File: config.mk
export PLATFORM = sky130hd
export DESIGN_NAME = flopoco_ieee_encode
export DESIGN_NICKNAME = d
export VERILOG_FILES = /design/src/rtl/flopoco_ieee_encode.sv
export SDC_FILE = /design/constraint.sdc
export NUM_CORES = 1
export LEC_CHECK = 0
export CORE_MARGIN = 3
export CORE_UTILIZATION = 33
export CTS_BUF_LIST = sky130_fd_sc_hd__clkbuf_8
export CTS_CLUSTER_SIZE = 28
export DETAILED_ROUTE_END_ITERATION = 8
export GPL_TIMING_DRIVEN = 0
export PLACE_DENSITY = 0.62
export REMOVE_ABC_BUFFERS = 1
export SKIP_CTS_REPAIR_TIMING = 1
export SLEW_MARGIN = 20
export SYNTH_ARGS = -nofsm -noshare
export SYNTH_HDL_FRONTEND = slang
export SYNTH_SLANG_ARGS = --single-unit
File: constraint.sdc
create_clock -name clk -period 1.6 [get_ports clk]
set_input_delay 0.24 -clock clk [delete_from_list [all_inputs] [get_ports clk]]
set_output_delay 0.24 -clock clk [all_outputs]
set_load 0.05 [all_outputs]
File: src/rtl/flopoco_ieee_encode.sv
// flopoco_ieee_encode
//   Converts packed IEEE-style floats {sign, biased exp, frac} into the FloPoCo
//   internal operand format {exc[1:0], sign, exp, frac}. There are two
//   registered stages with a valid/ready handshake on both sides. Saturating
//   counters track accepted NaNs and subnormals that were flushed to zero.
//
//   Ports:
//     clk, rst              clock; asynchronous active-high reset
//     in_valid/in_ready     input handshake; a word is accepted when both are high
//     in_data[WE+WF:0]      {sign, exp[WE-1:0], frac[WF-1:0]}
//     out_valid/out_ready   output handshake
//     out_data[WE+WF+2:0]   {exc[1:0], sign, exp[WE-1:0], frac[WF-1:0]}
//     nan_cnt, flush_cnt    saturating status counters, bumped on input accept
//     clr_cnt               synchronous clear of both counters (beats an increment)
module flopoco_ieee_encode #(
    parameter int WE      = 4,
    parameter int WF      = 4,
    parameter int SUBNORM = 1,
    parameter int CNT_W   = 16
) (
    input  logic                 clk,
    input  logic                 rst,
    input  logic                 in_valid,
    output logic                 in_ready,
    input  logic [WE+WF:0]       in_data,
    output logic                 out_valid,
    input  logic                 out_ready,
    output logic [WE+WF+2:0]     out_data,
    output logic [CNT_W-1:0]     nan_cnt,
    output logic [CNT_W-1:0]     flush_cnt,
    input  logic                 clr_cnt
);
    localparam int LZ_W = $clog2(WF + 1);

    typedef enum logic [2:0] {
        CLS_ZERO,
        CLS_INF,
        CLS_NAN,
        CLS_NORM,
        CLS_SUB
    } cls_t;

    // Leading-zero count of the fraction, scanning from the MSB.
    function automatic logic [LZ_W-1:0] count_lz(input logic [WF-1:0] f);
        logic [LZ_W-1:0] n;
        logic            done;
        n    = '0;
        done = 1'b0;
        for (int i = WF - 1; i >= 0; i--) begin
            if (!done) begin
                if (f[i]) done = 1'b1;
                else      n    = n + LZ_W'(1);
            end
        end
        return n;
    endfunction

    // ---------------------------------------------------------------- input decode
    logic          in_sign;
    logic [WE-1:0] in_exp;
    logic [WF-1:0] in_frac;
    logic          exp_ones, exp_zero, frac_zero;
    logic          in_nan, in_flush;
    cls_t          in_cls;

    assign in_sign   = in_data[WE+WF];
    assign in_exp    = in_data[WF +: WE];
    assign in_frac   = in_data[WF-1:0];
    assign exp_ones  = &in_exp;
    assign exp_zero  = ~|in_exp;
    assign frac_zero = ~|in_frac;
    assign in_nan    = exp_ones & ~frac_zero;
    // A subnormal survives only when normalization is enabled and its
    // fraction MSB is set (lz == 0); every other subnormal becomes zero.
    assign in_flush  = exp_zero & ~frac_zero & ~((SUBNORM != 0) & in_frac[WF-1]);

    always_comb begin
        in_cls = CLS_NORM;
        if (exp_zero)      in_cls = frac_zero ? CLS_ZERO : CLS_SUB;
        else if (exp_ones) in_cls = frac_zero ? CLS_INF  : CLS_NAN;
    end

    // ---------------------------------------------------------------- handshake
    logic s1_valid;
    logic s2_load, s1_load, accept;

    assign s2_load  = ~out_valid | out_ready;
    assign s1_load  = ~s1_valid | s2_load;
    assign in_ready = s1_load;
    assign accept   = in_valid & in_ready;

    // ---------------------------------------------------------------- stage 1
    cls_t            s1_cls;
    logic            s1_sign;
    logic [WE-1:0]   s1_exp;
    logic [WF-1:0]   s1_frac;
    logic [LZ_W-1:0] s1_lz;

    always_ff @(posedge clk or posedge rst) begin
        if (rst) begin
            s1_valid <= 1'b0;
            s1_cls   <= CLS_ZERO;
            s1_sign  <= 1'b0;
            s1_exp   <= '0;
            s1_frac  <= '0;
            s1_lz    <= '0;
        end else if (s1_load) begin
            s1_valid <= in_valid;
            if (in_valid) begin
                s1_cls  <= in_cls;
                s1_sign <= in_sign;
                s1_exp  <= in_exp;
                s1_frac <= in_frac;
                s1_lz   <= count_lz(in_frac);
            end
        end
    end

    // ---------------------------------------------------------------- stage 2
    logic [WE+WF+2:0] fmt;

    always_comb begin
        fmt = '0;
        unique case (s1_cls)
            CLS_ZERO: fmt = {2'b00, s1_sign, {WE{1'b0}}, {WF{1'b0}}};
            CLS_INF:  fmt = {2'b10, s1_sign, {WE{1'b0}}, {WF{1'b0}}};
            CLS_NAN:  fmt = {2'b11, 1'b0,    {WE{1'b0}}, {WF{1'b0}}};
            CLS_NORM: fmt = {2'b01, s1_sign, s1_exp, s1_frac};
            CLS_SUB: begin
                if ((SUBNORM != 0) && (s1_lz == '0))
                    fmt = {2'b01, s1_sign, {WE{1'b0}}, s1_frac[WF-2:0], 1'b0};
                else
                    fmt = {2'b00, s1_sign, {WE{1'b0}}, {WF{1'b0}}};
            end
            default:  fmt = '0;
        endcase
    end

    // out_data only changes when a new word moves in, so it stays stable
    // through a stall and keeps the last word once the pipe drains.
    always_ff @(posedge clk or posedge rst) begin
        if (rst) begin
            out_valid <= 1'b0;
            out_data  <= '0;
        end else if (s2_load) begin
            out_valid <= s1_valid;
            if (s1_valid) out_data <= fmt;
        end
    end

    // ---------------------------------------------------------------- counters
    always_ff @(posedge clk or posedge rst) begin
        if (rst) begin
            nan_cnt   <= '0;
            flush_cnt <= '0;
        end else if (clr_cnt) begin
            nan_cnt   <= '0;
            flush_cnt <= '0;
        end else if (accept) begin
            if (in_nan && nan_cnt != '1)     nan_cnt   <= nan_cnt + CNT_W'(1);
            if (in_flush && flush_cnt != '1) flush_cnt <= flush_cnt + CNT_W'(1);
        end
    end

endmodule

==> impl_metrics.tcl, run 1 <==
set metrics [dict create \
    placed_area_mm2 0.00360 \
    r2r_slack_ps -150 \
    cp_data_arrival_time_ps 1950 \
    fmax_ghz 0.572 \
    cp.required_ps 1800 \
    grt_pass1_wl_um 10900 \
    netlist-cell-type-count 40 \
    clk_path_buf_depth 2 \
    violations "negative setup slack" \
    tns_ps -2030 \
    rsz0062_at_grt "true" \
    core-area_mm2 0.00842 \
    final_common_cell "dlymetal6s2s_1" \
    final_area_mm2 0.00498 \
    synth_edf_count 0 \
    status "finished with violations" \
    ys_ff_latch 60 \
    die-area_mm2 0.0100 \
    htreeDepth 3 \
    grt_usage 0.136 \
    worst_slew_pin_slew_ps 610 \
    rows 33 \
    rr_worst_depth 7 \
    powerDensity_mw_per_mm2 814 \
    hp-class "input port to register" \
    drc_errors 0 \
    cts_tree "done" \
    initial_core_util 0.347 \
    setup_violations 27 \
    syn_avg_cell_area_um2 10.2 \
    viasPerCell 5.14 \
    async_reset_ff_frac 1.00 \
    min_period_over_period 1.09 \
    final_cell_mix "dlymetal6s2s_1 (53), dfrtp_1 (46), buf_4 (39)" \
    overflow 0 \
    synth_area_mm2 0.00293 \
    cts-root-buf "clkbuf_8" \
    r2r-start "flush_cnt[5]" \
    cp-endpoint "flush_cnt[11]" \
    dp.final_hpwl_um 4500 \
    finClkSkew_ps 9.58 \
    grt_pass1_vias 2262 \
    synth_warnings 0 \
    vdd_drop_max_v 0.000449 \
    gp_congestion 0.783 \
    drv_slew 0 \
    die_h_um 100 \
    drive_gt1_frac 0.373 \
    ys.flop_type "dfrtp_1" \
    finalHoldViolations 0 \
    io_pins 59 \
    critPathKind "register to register" \
    num_vias 2632 \
    leakage_nw 2.75 \
    r2r_end "flush_cnt[11]" \
    clkSinkCount 60 \
    clk_latency_ps 330 \
    maxCapViolations 0 \
    syn-instance-count 287 \
    worstSetupStartpoint "flush_cnt[5]" \
    slew_headroom 0.593 \
    clkTransAtPathRegs_ps 70 \
    io_buffers 58 \
    path_max_fanout 5 \
    diodes 0 \
    antenna_found_initial 0 \
    synth_area_leaders "dfrtp_1 (51%), xnor2_1 (8.7%), nor2_1 (4.9%)" \
    nNetsFinal 418 \
    period_minus_slack_ps 1750 \
    routed_wl_um 8520 \
    synth.top_cell.area_share 0.513 \
    yosysTopAreaCell "dfrtp_1" \
    postRouteAntennaNets 0 \
    finalWorstSetupSlack_ps -149 \
    drt-wirelength-per-cell_um 16.6 \
    cts-buffers-inserted 9 \
    dr.pass1.iters 4 \
    area_growth_syn_to_layout_pct 70.1 \
    start_kind "register" \
    die_x_um 100 \
    grt_max_degree 34 \
    end_kind "register" \
    first_iter_violations 72 \
    ys_seq_area_frac 0.513 \
]
==> synth_stat cells, types with 4 or more instances <==
| cell type | instances |
|---|---|
| dfrtp_1 | 60 |
| nor2_1 | 38 |
| xnor2_1 | 29 |
| nand2_1 | 28 |
| nor3_1 | 15 |
| o21ai_0 | 12 |
| nor4_1 | 11 |
| nand3_1 | 10 |
| mux2_2 | 9 |
| nand4_1 | 9 |
| inv_1 | 6 |
| a22o_1 | 5 |
| clkbuf_1 | 5 |
| a21oi_1 | 4 |
| nand2b_1 | 4 |
==> cell type report <==
class                      count  area (um^2)
clock buffer                  11          151
fill                         690         3450
sequential                    60         1520
inverter                       6         25.0
timing repair buffer         114         1230
clock inverter                 5         98.8
tap                          105          131
multi-input combinational    211         1820
==> kinds of logic (layout without fill, tap and decap cells) <==
kind of cell	Yosys count	after routing	share of synthesized area
compound gates	28	28	0.0607
xor+xnor	29	29	0.0868
fa+ha+maj	2	2	0.00855
buf+inv	18	136	0.0291
flops	60	60	0.513
mux	11	11	0.0415
simple gates	139	141	0.260
==> metrics by stage <==
stage / total power, W / hold slack [ps] / cells / setup slack [ps] / utilization
floorplan: 0.00209 / 303 / 275 / -1220 / -
global placement: 0.00230 / 459 / 438 / -1450 / 0.424
detailed placement: 0.00232 / 466 / 440 / -1040 / 0.428
finish: 0.00405 / 209 / 512 / -149 / 0.591
CTS: 0.00403 / 257 / 456 / -676 / 0.458
global route: 0.00422 / 208 / 512 / -234 / 0.591
==> flip-flops by register name (all words and copies together), names as in the netlist <==
| signal | count |
|---|---|
| s1_cls | 3 |
| s1_lz | 3 |
| out_valid | 1 |
| flush_cnt | 16 |
| s1_frac | 4 |
| s1_valid | 1 |
| s1_exp | 4 |
| out_data | 11 |
| nan_cnt | 16 |
| s1_sign | 1 |
==> worst min-delay path by stage <==
| stage | start | endpoint | slack, ps | cells after the start |
|---|---|---|---|---|
| global route | in_data[2] | s1_lz[1] | 210 | 2 |
| detailed placement | s1_lz[0] | s1_lz[0] | 470 | 2 |
| floorplan | clr_cnt | flush_cnt[1] | 300 | 1 |
| global placement | s1_lz[0] | s1_lz[0] | 460 | 2 |
| CTS | rst | nan_cnt[13] | 260 | 2 |
| finish | in_data[2] | s1_lz[1] | 210 | 2 |
==> power breakdown <==
| group | switching, W | internal, W | total (W) |
|---|---|---|---|
| Combinational | 0.000401 | 0.000245 | 0.000646 |
| Clock | 0.000599 | 0.00111 | 0.00171 |
| Sequential | 0.0000714 | 0.00162 | 0.00169 |
==> critical path, stage by stage, from the launching register on <==
cell	delay (ps)
dfrtp_2	410
nand4_1	120
buf_6	150
buf_6	110
or4_4	430
nor3_4	210
xnor2_1	140
nor2_1	50
==> per-layer routing <==
layer,vias up,GRT usage,routed length [um]
met5,-,0,0
met4,0,0.0674,158
met3,12,0.0250,292
met2,63,0.211,4260
met1,1308,0.184,3810
li1,1249,-,-
Power figures use the tool's default switching activity.
==> run 2, diff against run 1 <==
--- a/config.mk
+++ b/config.mk
@@ -11,7 +11,8 @@
 export CTS_CLUSTER_SIZE = 28
 export DETAILED_ROUTE_END_ITERATION = 8
 export GPL_TIMING_DRIVEN = 0
-export PLACE_DENSITY = 0.62
+export PLACE_DENSITY = 0.66
+export RECOVER_POWER = 50
 export REMOVE_ABC_BUFFERS = 1
 export SKIP_CTS_REPAIR_TIMING = 1
 export SLEW_MARGIN = 20
==> impl_metrics.tcl, run 2 (synthesis results as in run 1) <==
set metrics [dict create \
    finalHoldViolations 0 \
    vdd_drop_max_v 0.000404 \
    drive_gt1_frac 0.325 \
    maxCapViolations 0 \
    tns_ps -1410 \
    clk_latency_ps 330 \
    core-area_mm2 0.00842 \
    cts-buffers-inserted 9 \
    worst_slew_pin_slew_ps 1180 \
    grt_max_degree 34 \
    finalWorstSetupSlack_ps -136 \
    drc_errors 0 \
    status "finished with violations" \
    end_kind "register" \
    violations "negative setup slack" \
    setup_violations 27 \
    slew_headroom 0.215 \
    first_iter_violations 60 \
    clkTransAtPathRegs_ps 70 \
    antenna_found_initial 0 \
    dp.final_hpwl_um 4550 \
    num_vias 2529 \
    dp_cells 440 \
    final_cell_mix "dlymetal6s2s_1 (53), dfrtp_1 (46), nor2_1 (35)" \
    die_x_um 100 \
    hold_depth 2 \
    gp_congestion 0.789 \
    drt-wirelength-per-cell_um 16.1 \
    cp_data_arrival_time_ps 1920 \
    htreeDepth 3 \
    io_pins 59 \
    final_area_mm2 0.00471 \
    grt_pass1_vias 2253 \
    die-area_mm2 0.0100 \
    period_minus_slack_ps 1740 \
    min_period_over_period 1.08 \
    cts-root-buf "clkbuf_8" \
    rsz0062_at_grt "true" \
    overflow 0 \
    hp-class "input port to register" \
    final_common_cell "dlymetal6s2s_1" \
    initial_core_util 0.347 \
    start_kind "register" \
    n_fill_cell 709 \
    stdcell_count 484 \
    die_h_um 100 \
    powerDensity_mw_per_mm2 831 \
    drv_slew 0 \
    nNetsFinal 390 \
    clkSinkCount 60 \
    placed_area_mm2 0.00361 \
    area_growth_syn_to_layout_pct 60.9 \
    grt_usage 0.132 \
    dr.pass1.iters 4 \
    diodes 0 \
    io_buffers 58 \
    cts_tree "done" \
    finClkSkew_ps 6.78 \
    viasPerCell 5.23 \
    path_max_fanout 6 \
    leakage_nw 2.58 \
    postRouteAntennaNets 0 \
    rows 33 \
    grt_pass1_wl_um 10600 \
    largestRegisters "flush_cnt (16), nan_cnt (16), out_data (11)" \
    critPathKind "register to register" \
    rr_worst_depth 6 \
    fmax_ghz 0.576 \
    routed_wl_um 7810 \
    fin_util 0.559 \
    cp.required_ps 1780 \
    clk_path_buf_depth 2 \
]
run 2: area by class of cell:
cell class / instances / area (um^2) / share of cell area
clock buffer: 12 / 165 / 0.0351
clock inverter: 4 / 70.1 / 0.0149
tap: 105 / 131 / 0.0279
inverter: 6 / 22.5 / 0.00478
multi-input combinational: 210 / 1790 / 0.381
timing repair buffer: 87 / 1010 / 0.214
sequential: 60 / 1520 / 0.323
run 2: power breakdown:
group | switching, W | internal [W] | total [W] | leakage (nW)
combinational | 0.000395 | 0.000234 | 0.000629 | 1.69
clock | 0.000591 | 0.00100 | 0.00159 | 0.122
sequential | 0.0000731 | 0.00162 | 0.00169 | 0.771
run 2: worst max-delay path, stage by stage, from the launching register on:
cell	delay [ps]
dfrtp_2	420
nand4_1	140
buf_6	160
or3_4	410
nor4_4	160
mux2i_1	230
nor2_1	70
run 2: metal layers:
layer / vias up / global-route usage / share of wire
met3: 8 / 0.0320 / 0.029
met1: 1285 / 0.168 / 0.43
met2: 45 / 0.214 / 0.53
met5: - / 0 / 0
li1: 1191 / - / -
met4: 0 / 0.0580 / 0.013
run 2: final timing paths:
check                                     end          from  slack [ps]
worst max-delay path            flush_cnt[14]  flush_cnt[4]        -140
worst min-delay path                 s1_lz[1]    in_data[2]         200
worst max register to register  flush_cnt[14]  flush_cnt[4]        -140
worst min register to register    out_data[9]   out_data[9]         480
max in group asynchronous        flush_cnt[2]           rst         250
min in group asynchronous         out_data[0]           rst         540
run 2: stage by stage:
stage,hold WS (ps),power (W),worst slack [ps]
2_1_floorplan,303,0.00209,-1220
3_3_place_gp,460,0.00231,-1430
3_5_place_dp,466,0.00232,-1040
4_1_cts,254,0.00392,-672
5_1_grt,218,0.00409,-223
6_report,205,0.00391,-136
